**src/rtl/uart_dbg_cmd_decoder_pkg.sv**
```systemverilog
// Shared types and constants for the UART debug command decoder: FSM state
// encoding, opcode and response byte values.
package uart_dbg_pkg;

  typedef enum logic [2:0] {
    ST_IDLE   = 3'd0,
    ST_OPC    = 3'd1,
    ST_ADDR   = 3'd2,
    ST_DATA   = 3'd3,
    ST_CSUM   = 3'd4,
    ST_EXEC   = 3'd5,
    ST_RDWAIT = 3'd6,
    ST_RESP   = 3'd7
  } state_t;

  localparam logic [7:0] OP_WR   = 8'h01;
  localparam logic [7:0] OP_RD   = 8'h02;
  localparam logic [7:0] OP_PING = 8'h03;

  localparam logic [7:0] RSP_ACK  = 8'h06;
  localparam logic [7:0] RSP_NAK  = 8'h15;
  localparam logic [7:0] RSP_PING = 8'h5A;

  function automatic logic op_is_known(input logic [7:0] op);
    return (op == OP_WR) || (op == OP_RD) || (op == OP_PING);
  endfunction

endpackage

```
**src/rtl/uart_dbg_cmd_decoder_if.sv**
```systemverilog
// Byte-stream, debug register bus and response handshake between the
// decoder and its neighbours (UART receiver/transmitter, register file).
interface uart_dbg_cmd_decoder_if;

  // rx: one-cycle rx_valid strobe per byte, no back-pressure.
  // tx: tx_byte transfers on a cycle with tx_valid & tx_ready; while tx_valid
  //     is high and tx_ready low, tx_byte is held stable.
  // reg: reg_we/reg_re are one-cycle strobes; reg_rdata is valid exactly one
  //      cycle after reg_re.
  logic [7:0] rx_byte;
  logic       rx_valid;
  logic [7:0] reg_addr;
  logic [7:0] reg_wdata;
  logic       reg_we;
  logic       reg_re;
  logic [7:0] reg_rdata;
  logic [7:0] tx_byte;
  logic       tx_valid;
  logic       tx_ready;

  modport slave (
    input  rx_byte, rx_valid, reg_rdata, tx_ready,
    output reg_addr, reg_wdata, reg_we, reg_re, tx_byte, tx_valid
  );

  modport master (
    output rx_byte, rx_valid, reg_rdata, tx_ready,
    input  reg_addr, reg_wdata, reg_we, reg_re, tx_byte, tx_valid
  );

endinterface

```
**src/rtl/uart_dbg_cmd_decoder_timeout.sv**
```systemverilog
// Inter-byte timeout counter: counts enabled cycles since the last clear and
// flags expiry once TIMEOUT_CYCLES is reached.
module dbg_timeout_counter #(
  parameter int unsigned TIMEOUT_CYCLES = 1200000
) (
  input  logic clk,
  input  logic rstn,
  input  logic clear,
  input  logic enable,
  output logic expired
);

  localparam int unsigned CW = (TIMEOUT_CYCLES < 2) ? 1 : $clog2(TIMEOUT_CYCLES + 1);
  localparam logic [CW-1:0] LIMIT = CW'(TIMEOUT_CYCLES);

  logic [CW-1:0] cnt_q, cnt_d;

  // Outside the frame-collecting states the count is parked at zero so a new
  // frame always starts with a full window.
  always_comb begin
    cnt_d = cnt_q;
    if (clear || !enable) begin
      cnt_d = '0;
    end else if (cnt_q != LIMIT) begin
      cnt_d = cnt_q + CW'(1);
    end
  end

  always_ff @(posedge clk) begin
    if (!rstn) begin
      cnt_q <= '0;
    end else begin
      cnt_q <= cnt_d;
    end
  end

  assign expired = (cnt_q == LIMIT);

endmodule

```
**src/rtl/uart_dbg_cmd_decoder.sv**
```systemverilog
// Debug command frame parser: SYNC, OPC, [ADDR], [DATA], CSUM frames become a
// single register read/write, answered with one response byte.
module uart_dbg_cmd_decoder
  import uart_dbg_pkg::*;
#(
  parameter int unsigned TIMEOUT_CYCLES = 1200000,
  parameter logic [7:0]  SYNC_BYTE      = 8'hA5,
  parameter int unsigned ERR_CNT_W      = 8
) (
  input  logic                 iCE_CLK,
  input  logic                 RSTN,
  uart_dbg_cmd_decoder_if.slave bus,
  output logic                 busy,
  output logic [ERR_CNT_W-1:0] err_count,
  output state_t              dbg_state
);

  state_t               state_q, state_d;
  logic [7:0]           opc_q, opc_d;
  logic [7:0]           addr_q, addr_d;
  logic [7:0]           data_q, data_d;
  logic [7:0]           csum_q, csum_d;
  logic                 bad_op_q, bad_op_d;
  logic                 nak_q, nak_d;
  logic [7:0]           reg_addr_q, reg_addr_d;
  logic [7:0]           reg_wdata_q, reg_wdata_d;
  logic [7:0]           tx_byte_q, tx_byte_d;
  logic [ERR_CNT_W-1:0] err_q, err_d;
  logic                 err_inc;
  logic                 tmo_enable;
  logic                 tmo_expired;

  assign tmo_enable = (state_q == ST_OPC) || (state_q == ST_ADDR) ||
                      (state_q == ST_DATA) || (state_q == ST_CSUM);

  dbg_timeout_counter #(
    .TIMEOUT_CYCLES(TIMEOUT_CYCLES)
  ) u_timeout (
    .clk    (iCE_CLK),
    .rstn   (RSTN),
    .clear  (bus.rx_valid),
    .enable (tmo_enable),
    .expired(tmo_expired)
  );

  always_comb begin
    state_d     = state_q;
    opc_d       = opc_q;
    addr_d      = addr_q;
    data_d      = data_q;
    csum_d      = csum_q;
    bad_op_d    = bad_op_q;
    nak_d       = nak_q;
    reg_addr_d  = reg_addr_q;
    reg_wdata_d = reg_wdata_q;
    tx_byte_d   = tx_byte_q;
    err_inc     = 1'b0;

    case (state_q)
      ST_IDLE: begin
        if (bus.rx_valid && (bus.rx_byte == SYNC_BYTE)) begin
          state_d  = ST_OPC;
          csum_d   = 8'h00;
          bad_op_d = 1'b0;
          nak_d    = 1'b0;
        end
      end

      ST_OPC: begin
        if (bus.rx_valid) begin
          opc_d    = bus.rx_byte;
          csum_d   = csum_q ^ bus.rx_byte;
          bad_op_d = !op_is_known(bus.rx_byte);
          if ((bus.rx_byte == OP_WR) || (bus.rx_byte == OP_RD)) begin
            state_d = ST_ADDR;
          end else begin
            state_d = ST_CSUM;
          end
        end else if (tmo_expired) begin
          state_d = ST_IDLE;
        end
      end

      ST_ADDR: begin
        if (bus.rx_valid) begin
          addr_d  = bus.rx_byte;
          csum_d  = csum_q ^ bus.rx_byte;
          state_d = (opc_q == OP_WR) ? ST_DATA : ST_CSUM;
        end else if (tmo_expired) begin
          state_d = ST_IDLE;
        end
      end

      ST_DATA: begin
        if (bus.rx_valid) begin
          data_d  = bus.rx_byte;
          csum_d  = csum_q ^ bus.rx_byte;
          state_d = ST_CSUM;
        end else if (tmo_expired) begin
          state_d = ST_IDLE;
        end
      end

      // Rejected frames still pass through EXEC (without a strobe) so every
      // non-read response appears a fixed two cycles after the CSUM byte.
      ST_CSUM: begin
        if (bus.rx_valid) begin
          state_d = ST_EXEC;
          if ((bus.rx_byte != csum_q) || bad_op_q) begin
            nak_d   = 1'b1;
            err_inc = 1'b1;
          end else if ((opc_q == OP_WR) || (opc_q == OP_RD)) begin
            reg_addr_d = addr_q;
            if (opc_q == OP_WR) begin
              reg_wdata_d = data_q;
            end
          end
        end else if (tmo_expired) begin
          state_d = ST_IDLE;
        end
      end

      ST_EXEC: begin
        err_inc = bus.rx_valid;
        if (nak_q) begin
          tx_byte_d = RSP_NAK;
          state_d   = ST_RESP;
        end else if (opc_q == OP_WR) begin
          tx_byte_d = RSP_ACK;
          state_d   = ST_RESP;
        end else if (opc_q == OP_RD) begin
          state_d = ST_RDWAIT;
        end else begin
          tx_byte_d = RSP_PING;
          state_d   = ST_RESP;
        end
      end

      ST_RDWAIT: begin
        err_inc   = bus.rx_valid;
        tx_byte_d = bus.reg_rdata;
        state_d   = ST_RESP;
      end

      ST_RESP: begin
        err_inc = bus.rx_valid;
        if (bus.tx_ready) begin
          state_d = ST_IDLE;
        end
      end

      default: begin
        state_d = ST_IDLE;
      end
    endcase
  end

  always_comb begin
    err_d = err_q;
    if (err_inc && (err_q != {ERR_CNT_W{1'b1}})) begin
      err_d = err_q + ERR_CNT_W'(1);
    end
  end

  always_ff @(posedge iCE_CLK) begin
    if (!RSTN) begin
      state_q     <= ST_IDLE;
      opc_q       <= 8'h00;
      addr_q      <= 8'h00;
      data_q      <= 8'h00;
      csum_q      <= 8'h00;
      bad_op_q    <= 1'b0;
      nak_q       <= 1'b0;
      reg_addr_q  <= 8'h00;
      reg_wdata_q <= 8'h00;
      tx_byte_q   <= 8'h00;
      err_q       <= '0;
    end else begin
      state_q     <= state_d;
      opc_q       <= opc_d;
      addr_q      <= addr_d;
      data_q      <= data_d;
      csum_q      <= csum_d;
      bad_op_q    <= bad_op_d;
      nak_q       <= nak_d;
      reg_addr_q  <= reg_addr_d;
      reg_wdata_q <= reg_wdata_d;
      tx_byte_q   <= tx_byte_d;
      err_q       <= err_d;
    end
  end

  assign bus.reg_addr  = reg_addr_q;
  assign bus.reg_wdata = reg_wdata_q;
  assign bus.reg_we    = (state_q == ST_EXEC) && !nak_q && (opc_q == OP_WR);
  assign bus.reg_re    = (state_q == ST_EXEC) && !nak_q && (opc_q == OP_RD);
  assign bus.tx_byte   = tx_byte_q;
  assign bus.tx_valid  = (state_q == ST_RESP);
  assign busy          = (state_q != ST_IDLE);
  assign err_count     = err_q;
  assign dbg_state     = state_q;

endmodule

```
**src/flat_wrapper.sv**
```systemverilog
// flat-port wrapper written by rule: the top's interface ports become plain ports
module uart_dbg_cmd_decoder_flat import uart_dbg_pkg::*;
#(
  parameter int unsigned TIMEOUT_CYCLES = 1200000,
  parameter logic [7:0]  SYNC_BYTE      = 8'hA5,
  parameter int unsigned ERR_CNT_W      = 8
)
  (iCE_CLK, RSTN, busy, err_count, dbg_state, bus_rx_byte, bus_rx_valid, bus_reg_rdata, bus_tx_ready, bus_reg_addr, bus_reg_wdata, bus_reg_we, bus_reg_re, bus_tx_byte, bus_tx_valid);
  uart_dbg_cmd_decoder_if bus_i ();
  input  logic iCE_CLK;
  input  logic RSTN;
  output logic busy;
  output logic [ERR_CNT_W-1:0] err_count;
  output state_t dbg_state;
  input wire logic [$bits(bus_i.rx_byte)-1:0] bus_rx_byte;
  input wire logic [$bits(bus_i.rx_valid)-1:0] bus_rx_valid;
  input wire logic [$bits(bus_i.reg_rdata)-1:0] bus_reg_rdata;
  input wire logic [$bits(bus_i.tx_ready)-1:0] bus_tx_ready;
  output wire logic [$bits(bus_i.reg_addr)-1:0] bus_reg_addr;
  output wire logic [$bits(bus_i.reg_wdata)-1:0] bus_reg_wdata;
  output wire logic [$bits(bus_i.reg_we)-1:0] bus_reg_we;
  output wire logic [$bits(bus_i.reg_re)-1:0] bus_reg_re;
  output wire logic [$bits(bus_i.tx_byte)-1:0] bus_tx_byte;
  output wire logic [$bits(bus_i.tx_valid)-1:0] bus_tx_valid;
  assign bus_i.rx_byte = bus_rx_byte;
  assign bus_i.rx_valid = bus_rx_valid;
  assign bus_i.reg_rdata = bus_reg_rdata;
  assign bus_i.tx_ready = bus_tx_ready;
  assign bus_reg_addr = bus_i.reg_addr;
  assign bus_reg_wdata = bus_i.reg_wdata;
  assign bus_reg_we = bus_i.reg_we;
  assign bus_reg_re = bus_i.reg_re;
  assign bus_tx_byte = bus_i.tx_byte;
  assign bus_tx_valid = bus_i.tx_valid;
  uart_dbg_cmd_decoder #(.TIMEOUT_CYCLES(TIMEOUT_CYCLES), .SYNC_BYTE(SYNC_BYTE), .ERR_CNT_W(ERR_CNT_W)) u_core (.iCE_CLK(iCE_CLK), .RSTN(RSTN), .bus(bus_i), .busy(busy), .err_count(err_count), .dbg_state(dbg_state));
endmodule
```
**config.mk**
```make
export PLATFORM = sky130hd
export DESIGN_NAME = uart_dbg_cmd_decoder_flat
export DESIGN_NICKNAME = d
export VERILOG_FILES = /design/src/rtl/uart_dbg_cmd_decoder_pkg.sv /design/src/rtl/uart_dbg_cmd_decoder_if.sv /design/src/rtl/uart_dbg_cmd_decoder_timeout.sv /design/src/rtl/uart_dbg_cmd_decoder.sv /design/src/flat_wrapper.sv
export SDC_FILE = /design/constraint.sdc
export NUM_CORES = 1
export LEC_CHECK = 0
export BUFFER_PORTS_ARGS = -buffer_cell sky130_fd_sc_hd__buf_2
export CAP_MARGIN = 20
export CORE_ASPECT_RATIO = 0.9
export CORE_MARGIN = 3
export CORE_UTILIZATION = 55
export CTS_BUF_LIST = sky130_fd_sc_hd__clkbuf_16
export DETAILED_ROUTE_END_ITERATION = 8
export PLACE_DENSITY = 0.77
export SLEW_MARGIN = 20
export SYNTH_ARGS = -nofsm -noshare
export SYNTH_HDL_FRONTEND = slang
export SYNTH_SLANG_ARGS = --single-unit
```
**constraint.sdc**
```tcl
create_clock -name iCE_CLK -period 2.8 [get_ports iCE_CLK]
set_clock_uncertainty 0.2 [all_clocks]
set_input_delay 0.56 -clock iCE_CLK [delete_from_list [all_inputs] [get_ports iCE_CLK]]
set_output_delay 0.56 -clock iCE_CLK [all_outputs]
set_load 0.005 [all_outputs]
```
### Word-level counts from Yosys, hierarchy flattened

Index checks and enable logic that the tools add are counted.

* bitwise operators: 3
* reduce and logical (&&, ||, !) cells: 35
* equality and inequality tests: 24
* multiplexer cells: 29
* add/sub/neg operators: 2

Operators by type and width (count)
* 8-bit 2-to-1 mux: 5
* 3-bit 2-to-1 mux: 11
* 8-bit one-hot mux with 2 select lines: 2
* 8-bit by 2-bit equality test with 1-bit output, second input constant: 3
* 3-bit one-hot mux with 8 select lines: 1
* 21-bit by 1-bit adder with 21-bit output, second input constant: 1
* 21-bit equality test, second input constant: 1
* 21-bit != test, second input constant: 1
* 8-bit by 1-bit equality test with 1-bit output, second input constant: 2
* 3-bit equality test, second input constant: 4
* 2-bit AND reduction: 5
* 8-bit by 1-bit adder with 8-bit output, second input constant: 1
* 8-bit equality test, second input constant: 1
* 1-bit logical OR: 8
* 2-bit != test, second input constant: 4
* 8-bit != test: 1
* 8-bit != test, second input constant: 1
* 4-bit AND reduction: 2
* 2-bit nonzero test: 4
* 8-bit bitwise XOR: 1
* 1-bit 2-to-1 mux: 7
* 3-bit by 2-bit equality test with 1-bit output, second input constant: 2
* 1-bit one-hot mux with 2 select lines: 3
* 3-bit AND reduction: 2
* other kinds (11): 20

* register bits after elaboration: 90
* output and inout port bits: 39
* input port bits: 20

### Logic depth before layout (Yosys ltp)

Gate-level depths: netlist (run 1).

* depth after elaboration: 7
* mapped depth: 8
* gate-level depth less buffers: 7

### Hierarchy

A second synthesis (run 1) with hierarchy kept.

* cells, all modules: 523
* area total of the unflattened synthesis: 4241.6 um^2

Modules (own cells, without submodules)
* uart_dbg_cmd_decoder: sequential area each 1381.3 um^2, area each 3186.8 um^2, instances 1, cells each 397
* dbg_timeout_counter: sequential area each 420.4 um^2, area each 1054.8 um^2, instances 1, cells each 126

### Worst setup path after synthesis (run 1)

Ideal clock, no wire load.

* path kind: input -> register
* from: input port bus_rx_byte[2]
* to: register u_core.err_q[6] (netlist: u_core.err_count[6])
* cell stages on the path: 6
* arrival time: 1932 ps
* path buffers: 1
* slack: 543 ps
* cell sequence: buf_2 -> xor2_1 -> or4_4 -> nor4_4 -> nor3b_1 -> mux2i_1

* word-level cells in the longest chain between the ends: 6

RTL lines
* start: declaration: line flat_wrapper.sv:15 `input wire logic [$bits(bus_i.rx_byte)-1:0] bus_rx_byte;`
* 8-bit != test: line uart_dbg_cmd_decoder.sv:109 `if ((bus.rx_byte != csum_q) || bad_op_q) begin`
* 1-bit logical OR: line uart_dbg_cmd_decoder.sv:109
* 1-bit 2-to-1 mux: line uart_dbg_cmd_decoder.sv:109
* 1-bit 2-to-1 mux: line uart_dbg_cmd_decoder.sv:107 `if (bus.rx_valid) begin`
* 1-bit one-hot mux with 2 select lines: line uart_dbg_cmd_decoder.sv:59 `case (state_q)`
* 1-bit logical AND: line uart_dbg_cmd_decoder.sv:160 `if (err_inc && (err_q != {ERR_CNT_W{1'b1}})) begin`
* end signal: assignment: line uart_dbg_cmd_decoder.sv:189 `err_q <= err_d;`
* end: declaration: line uart_dbg_cmd_decoder.sv:28 `logic [ERR_CNT_W-1:0] err_q, err_d;`

Every way passes these cells.
A chain may end at the register's enable or synchronous reset.

### Final worst setup path (run 1)

* from: register u_core.opc_q[7]
* to: output port bus_reg_we

* word-level cells in the longest chain between the ends: 2

RTL lines
* start: declaration: line uart_dbg_cmd_decoder.sv:19 `logic [7:0] opc_q, opc_d;`
* start signal: assignment: line uart_dbg_cmd_decoder.sv:180 `opc_q <= opc_d;`
* 8-bit by 1-bit equality test with 1-bit output: line uart_dbg_cmd_decoder.sv:195 `assign bus.reg_we = (state_q == ST_EXEC) && !nak_q && (opc_q == OP_WR);`
* 1-bit logical AND: line uart_dbg_cmd_decoder.sv:195
* end: declaration: line flat_wrapper.sv:21 `output wire logic [$bits(bus_i.reg_we)-1:0] bus_reg_we;`

Every way passes these cells.

==> results of run 1 <==
-- synth_stat cells (all sizes together), types with 3 or more instances --
cell,n
dfxtp,90
nand2,82
nor2,39
a21boi,37
nand3,26
o21ai,24
clkbuf,23
xnor2,19
mux2i,15
nor2b,15
nor3,14
inv,12
nand4,10
nand2b,8
nand3b,8
a21oi,7
buf,7
nor4,7
or3,7
xor2,7
and3,6
or2,5
o211a,4
or4,4
a31oi,3
ha,3
nor3b,3
nor4b,3
-- how the worst max path moves through the flow --
stage / start / to / cells past startpoint
3_3_place_gp: bus_rx_byte[5] / u_core.bus.reg_addr[1] / 6
4_1_cts: u_core.opc_q[7] / bus_reg_we / 4
2_1_floorplan: bus_rx_byte[2] / u_core.err_count[6] / 6
5_1_grt: u_core.opc_q[7] / bus_reg_we / 4
3_5_place_dp: bus_rx_byte[5] / u_core.bus.reg_addr[0] / 6
6_report: u_core.opc_q[7] / bus_reg_we / 4
-- worst min-delay path, stage by stage, from the launching register on --
cell and delay, ns:
dfxtp_1 0.31, nand2_1 0.05, o21ai_1 0.05
-- flip-flops by register name, indices dropped and copies added, names as in the netlist --
register	cells
u_core.addr_q	8
u_core.bad_op_q	1
u_core.bus.reg_addr	8
u_core.bus.reg_wdata	8
u_core.bus.tx_byte	8
u_core.csum_q	8
u_core.data_q	8
u_core.dbg_state	3
u_core.err_count	8
u_core.nak_q	1
u_core.opc_q	8
u_core.u_timeout.cnt_q	21
-- layout make-up --
cell class                 instances  share of cell area (%)
tap                               93                    2.33
inverter                          12                   0.904
clock buffer                       9                    4.52
timing repair buffer              68                    7.33
clock inverter                     7                    2.26
sequential                        90                    36.2
multi-input combinational        381                    46.5
-- stage by stage --
| stage | hold slack [ns] | std cells | cell area [µm²] |
|---|---|---|---|
| floorplan | 0.229 | 513 | 4280 |
| global placement | 0.241 | 644 | 4640 |
| detailed placement | 0.240 | 644 | 4640 |
| CTS | 0.251 | 660 | 4980 |
| global route | 0.267 | 660 | 4980 |
| finish | 0.251 | 660 | 4980 |
-- cells by family after synthesis --
kind of cell | after synthesis | synth area share [%]
flip-flops | 90 | 42.1
AND/OR/NAND/NOR | 246 | 29.7
multiplexers | 15 | 3.51
adder cells (fa/ha/maj) | 3 | 0.877
buffers and inverters | 42 | 3.97
AO/OA/AOI/OAI | 91 | 14.6
XOR/XNOR | 26 | 5.32
-- routing by layer --
| layer | global-route usage (%) | wire length [µm] |
|---|---|---|
| met1 | 32.1 | 4780 |
| met2 | 36.1 | 4610 |
| met3 | 4.10 | 521 |
| met4 | 5.12 | 104 |
| met5 | 0 | 0 |
-- power by group through the flow --
stage / Sequential, W / Combinational (W) / Clock (W)
after global routing: 0.00132 / 0.000252 / 0.00141
after CTS: 0.00132 / 0.000225 / 0.00136
after global placement: 0.00135 / 0.000219 / 0
after detailed placement: 0.00135 / 0.000223 / 0
after floorplan: 0.00134 / 0.000163 / 0
final: 0.00132 / 0.000229 / 0.00135
==> results.txt, run 1 <==
- Summed over all layers, the routed wires come to 10,000 µm.
* Area share of the leading cell type in the synthesized netlist: 42.1%
- Die Footprint: 8880 µm²
- Cells along the critical path: nor4_2 -> nand3_1 -> nor3_1 -> buf_2
* EDFF count, synth: 0
* Final period utilization: 86.9%
* Slowest-stage cell, CP: nor4_2
* Netlist Area Pre-Place: 4280 µm²
* Clock H-tree levels: 3
* Reg-to-reg endpoint: u_core.bus.reg_addr[0]
- Final-report max-slew violation count: 0
- Worst Setup Slack post-DPL: 0.281 ns
* Kind of cell adding the most delay to the critical path: simple AND/OR/NAND/NOR gates
- In this run the most critical hold path is launched from u_core.data_q[0].
- Total of max-cap violations: 0
* Share of total power in the clock network: 46.5%
- Number of warnings issued by yosys: 0
- Wire length of the first global-routing pass: 16,800 µm
* X dimension of the die: 99.0 µm
* Top_reg_cell synth: dfxtp_1
- Once the clock tree was built, the resizer swapped 0 gates to a different size.
- Total via count after detailed routing: 3,755
- The sequential cells in the finished layout cover a total of 1800 µm².
- The design draws 0.00290 W.
- The initial utilization of the core area, before any placement, comes to 58.7%.
- End of the worst hold path: u_core.bus.reg_wdata[0]
* Dpl hpwl: 7160 µm
- Area Overhead vs Synth: 16.4%
- Setup slack on the worst reg-to-reg path comes out at 0.51 ns.
- Async set-reset flop share out of synthesis: 0%
* FP Rows: 29
- Sorting the synthesized cells by area gives the leading types as dfxtp_1, nand2_1, a21boi_0.
- STA classifies the critical path startpoint as a flop.
- First-pass detailed-route iteration total: 5
- Post-synthesis instance total: 513
- FMAX: 0.411 GHz
- In this run, synthesis produced a sequential element count of 90.
* Remaining design rule violation count: 0
- Sequential cells account for 45.6% of the total power.
- In this run the tightest slew margin relative to its limit is 50.1%.
- The average instance in the mapped netlist occupies 8.35 µm².
* Antenna diodes: 0
- Of all cell types, the one taking the most synthesized area is dfxtp_1.
- Status: completed
- Setup slack on the critical path of the routed design comes to 0.367 ns.
* Drt wl/cell: 15.2 µm
- Worst skew pair latency: 0.34 ns
- The worst register-to-register path begins at u_core.opc_q[7].
- The number of hold buffers added after CTS was 0.
* Area used by multi-input combinational logic: 2320 µm²
- The worst setup path is captured at an output port.
- Data arrival time of the critical path: 1.67 ns
* Setup Total Neg Slack: 0 ns
- In the routed layout, each cell is associated on average with a via count of 5.69.
- Buffer and inverter count on the worst path: 1
- Of the cells placed in the final design, the portion with a size suffix greater than 1 is 17.3%.
* Post CTS Setup Buffer Count: 0
- Counting along the longest clock path gives a buffer depth of 2.
* GRT Util Overall: 22.7%
* Gate power share: 7.9%
- Data required time at the worst endpoint: 2.04 ns
- Number of nets still failing antenna checks after routing: 0
- The largest single stage delay on the critical path is 0.44 ns.
- Final setup violation count: 0
- The net count of the finished layout is 585.
- During I/O placement, the number of pins put on the boundary was 59.
- VDD sags by at most 0.000347 V.
* Largest fanout on the critical path: 4
- Clock period minus worst slack: 2.43 ns
- Final global-route overflow total: 0
- Entering global routing, the biggest net connects 27 pins.
- Cell depth of the worst min-delay path: 2
* Number of sinks handled by clock tree synthesis: 90
- The core region is 7290 µm².
- For the pin with the worst max-slew slack, the measured transition is 0.741 ns.
- Most frequent cells in the layout: dfxtp_1, nand2_1, buf_2, nor2_1, a21boi_0
* Int Pwr: 0.00218 W
* Total of buffers placed on input and output ports: 58
- In this run the power spent charging and discharging nets is 0.000710 W.
* Cell at the root of the clock tree: clkbuf_16
* Static leakage: 1.87 nW
- Setup repair after global routing left no endpoint under its margin.
- Fill cell instance count of the final layout: 602
* CTS tree: yes
* Category of the critical setup timing path: flop to output port
- Buffers inserted during clock tree synthesis total 9.
- For this design the ratio of total power to cell area is 581 nW/µm².
- Most frequent standard cell in the layout excluding fill and tap cells: dfxtp_1
* Hold violation total from the final report: 0
* Number of global-route vias before repair: 3,408
- Cell count of the worst reg-to-reg path: 5
- After clock tree synthesis, the clock-pin slew on the worst setup and hold paths is 0.07 ns.
* Height of the chip: 89.7 µm
* Mapped Nets: 536
- The initial antenna violation count is 0.
* Finished Core Util: 68.3%
- First-iteration detailed-routing DRC count: 346
- The congestion estimate from routability-driven global placement came to 0.838.
- Switching fraction of total power: 24.5%
- Distinct cells, synth: 54
- Sequential cells were found to cover 42.1% of the synthesized design area.
* Worst hold-check path type: flop to flop
No activity file was read; power rests on OpenSTA's default activity.
==> inputs of run 2 (changes only) <==
--- a/config.mk
+++ b/config.mk
@@ -8,11 +8,10 @@
 export BUFFER_PORTS_ARGS = -buffer_cell sky130_fd_sc_hd__buf_2
 export CAP_MARGIN = 20
 export CORE_ASPECT_RATIO = 0.9
-export CORE_MARGIN = 3
-export CORE_UTILIZATION = 55
+export CORE_UTILIZATION = 52
 export CTS_BUF_LIST = sky130_fd_sc_hd__clkbuf_16
 export DETAILED_ROUTE_END_ITERATION = 8
-export PLACE_DENSITY = 0.77
+export PLACE_DENSITY = 0.76
 export SLEW_MARGIN = 20
 export SYNTH_ARGS = -nofsm -noshare
 export SYNTH_HDL_FRONTEND = slang
==> constraint.sdc (replaced) <==
create_clock -name iCE_CLK -period 2.2 [get_ports iCE_CLK]
set_clock_uncertainty 0.2 [all_clocks]
set_input_delay 0.44 -clock iCE_CLK [delete_from_list [all_inputs] [get_ports iCE_CLK]]
set_output_delay 0.44 -clock iCE_CLK [all_outputs]
set_load 0.005 [all_outputs]
==> run 2 against run 1 <==
  * The flow now finishes with violations (design-rule violations)
  * Critical path depth increased by 1
  * Utilization is 3.8 points lower
  * Hold slack worse by 0.067 ns
  * Count of clock-buffer cells in the layout is the same
  * Critical path type unchanged
==> results.txt, run 2 (same netlist as run 1, synthesis figures left out) <==
- Io pins: 59
- IR analysis of the VDD net gives a maximum drop of 0.000408 V.
- For this run, the slowest stage of the critical path takes 0.34 ns.
* Largest register FFs: 21
- Height of the chip: 88.1 µm
- Total of max-cap violations: 0
* Slew @ Worst Pin: 0.561 ns
* Worst skew pair latency: 0.34 ns
- Wire length of the first global-routing pass: 16,800 µm
- Fill cell instance count of the final layout: 709
- Static leakage: 1.98 nW
- Final period utilization: 96.2%
* Status: complete, but fails checks
- Routed wire length: 10,000 µm
- RePlAce Congestion: 0.825
* Remaining design rule violation count: 10
- Final global-route overflow total: 0
- Most frequent standard cell in the layout excluding fill and tap cells: dfxtp_1
- CTS tree: yes
* X dimension of the die: 97.7 µm
* Clock transition at path regs: 0.06 ns
- Clock period minus worst slack: 2.12 ns
- Dpl hpwl: 7000 µm
- Worst Setup Slack post-DPL: -0.0149 ns
- Final-report max-slew violation count: 0
* Initial antenna violation count: 0
- The first detailed-routing pass ran for 7 iterations.
- Dividing the detail-routed wire length by the instance count gives 14.6 µm.
- The number of global-route vias before repair was 3,603.
- GRT Util Overall: 24.5%
- Type of destination of the critical path: output port
- Setup slack of the most critical reg-to-reg path: 0.12 ns
- Along the worst path, the maximum fanout reaches 4.
* Register containing the most flip-flops in the final layout: u_core.u_timeout.cnt_q
- Number of nets still failing antenna checks after routing: 0
- The critical path goes through nor4_4 -> buf_4 -> nand3_2 -> nor3_2 -> buf_2.
* Placeable core region: 8030 µm²
* Violations in the final reports: design-rule violations
- Compared with the post-synthesis result, the final layout area differs by 21.1%.
- Buffers inserted during clock tree synthesis total 9.
* Type of element launching the critical path: flop
- Clock H-tree levels: 3
* Layout cells sized above 1: 20.7%
- In this run the core area contains 31 standard-cell rows.
* Antenna diodes: 0
* Final net count: 606
- Derived from the worst setup path, the maximum achievable clock frequency is 0.472 GHz.
* Data arrival time of the critical path: 1.48 ns
- Data required time at the worst endpoint: 1.56 ns
- After the first detailed-routing iteration, the DRC count stood at 274.
- Setup slack on the critical path of the routed design comes to 0.0835 ns.
* Number of sinks handled by clock tree synthesis: 90
- The total count of hold-check failures in the final report came to 0.
* Most frequent cells in the layout: dfxtp_1, nand2_1, buf_2, nor2_1, a21boi_0
* Final setup violation count: 0
- Total via count after detailed routing: 3,846
- Unrepaired setup endpoints after global routing: false
- Slowest-stage cell, CP: dfxtp_2
- Buffer and inverter count on the worst path: 2
- Clock buffer depth: 2
- Effective utilization at floorplan: 53.3%
- Dividing total power by cell area gives a power density of 687 nW/µm².
- Final hold slack: 0.184 ns
* Category of the critical setup timing path: flop to output port
- The floorplan step defined a die boundary enclosing 8600 µm².
- Worst hold-check path type: primary input to flop
- Cell at the root of the clock tree: clkbuf_16
- The worst pin sits at a relative slew slack of 62.5%.
- The kind of cell with the highest combined delay along the critical path is simple AND/OR/NAND/NOR gates.
* DR vias/cell: 5.60
* Pin count of the biggest net entering global routing: 60
- During placement, the flow inserted port buffers numbering 58.
[run 2: cell count changes in the layout (fill, tap and decap cells not counted), sizes merged]
cell / change
clkinvlp: +1
buf: +21
clkinv: -1
inv: +1
bufinv: -1
[run 2: layout make-up]
type	count	area [µm²]	area share, %
multi-input combinational	381	2360	45.6
clock inverter	7	77.6	1.50
timing repair buffer	89	548	10.6
tap	99	124	2.39
sequential	90	1800	34.8
inverter	12	45.0	0.869
clock buffer	9	225	4.34
[run 2: routing by layer]
layer / up-vias / global-route usage, % / part of all wire [%]
met2: 108 / 42.8 / 49
li1: 1928 / - / -
met5: - / 0 / 0
met1: 1794 / 30.5 / 44
met4: 0 / 8.82 / 1.9
met3: 16 / 4.79 / 5.1
[run 2: final timing paths]
path,from,endpoint,depth (start not counted)
min reg2reg,u_core.bus.reg_wdata[3],u_core.bus.reg_wdata[3],2
max,u_core.opc_q[7],bus_reg_we,5
min,bus_reg_rdata[7],u_core.bus.tx_byte[7],3
max reg2reg,u_core.opc_q[7],u_core.bus.reg_addr[6],6
[run 2: where the power goes]
part	internal, W	switching, W
combinational	0.000141	0.000197
clock	0.000890	0.000658
sequential	0.00165	0.0000254
[run 2: timing repair]
item                                    CTS  global route
hold buffers                              0             0
resized for setup                         2             8
endpoints found under the setup margin    1            15
buffers inserted                          0             0
[run 2: metrics by stage]
stage	setup TNS [ns]	power, W	cell area, µm²	utilization, %	cells
finish	0	0.00356	5180	64.6	687
global route	0	0.00370	5180	64.6	687
CTS	0	0.00359	5140	64.1	687
global placement	0	0.00202	4830	60.2	671
floorplan	0	0.00191	4280	-	513
detailed placement	-0.0169	0.00203	4830	60.2	671
[run 2: worst register-to-register path, delay by kind of cell, from the launching register on]
family | cells | cell delay (ns)
buffers and inverters | 1 | 0.17
DFF | 1 | 0.34
muxes | 1 | 0.15
and+or+nand+nor | 4 | 1.12
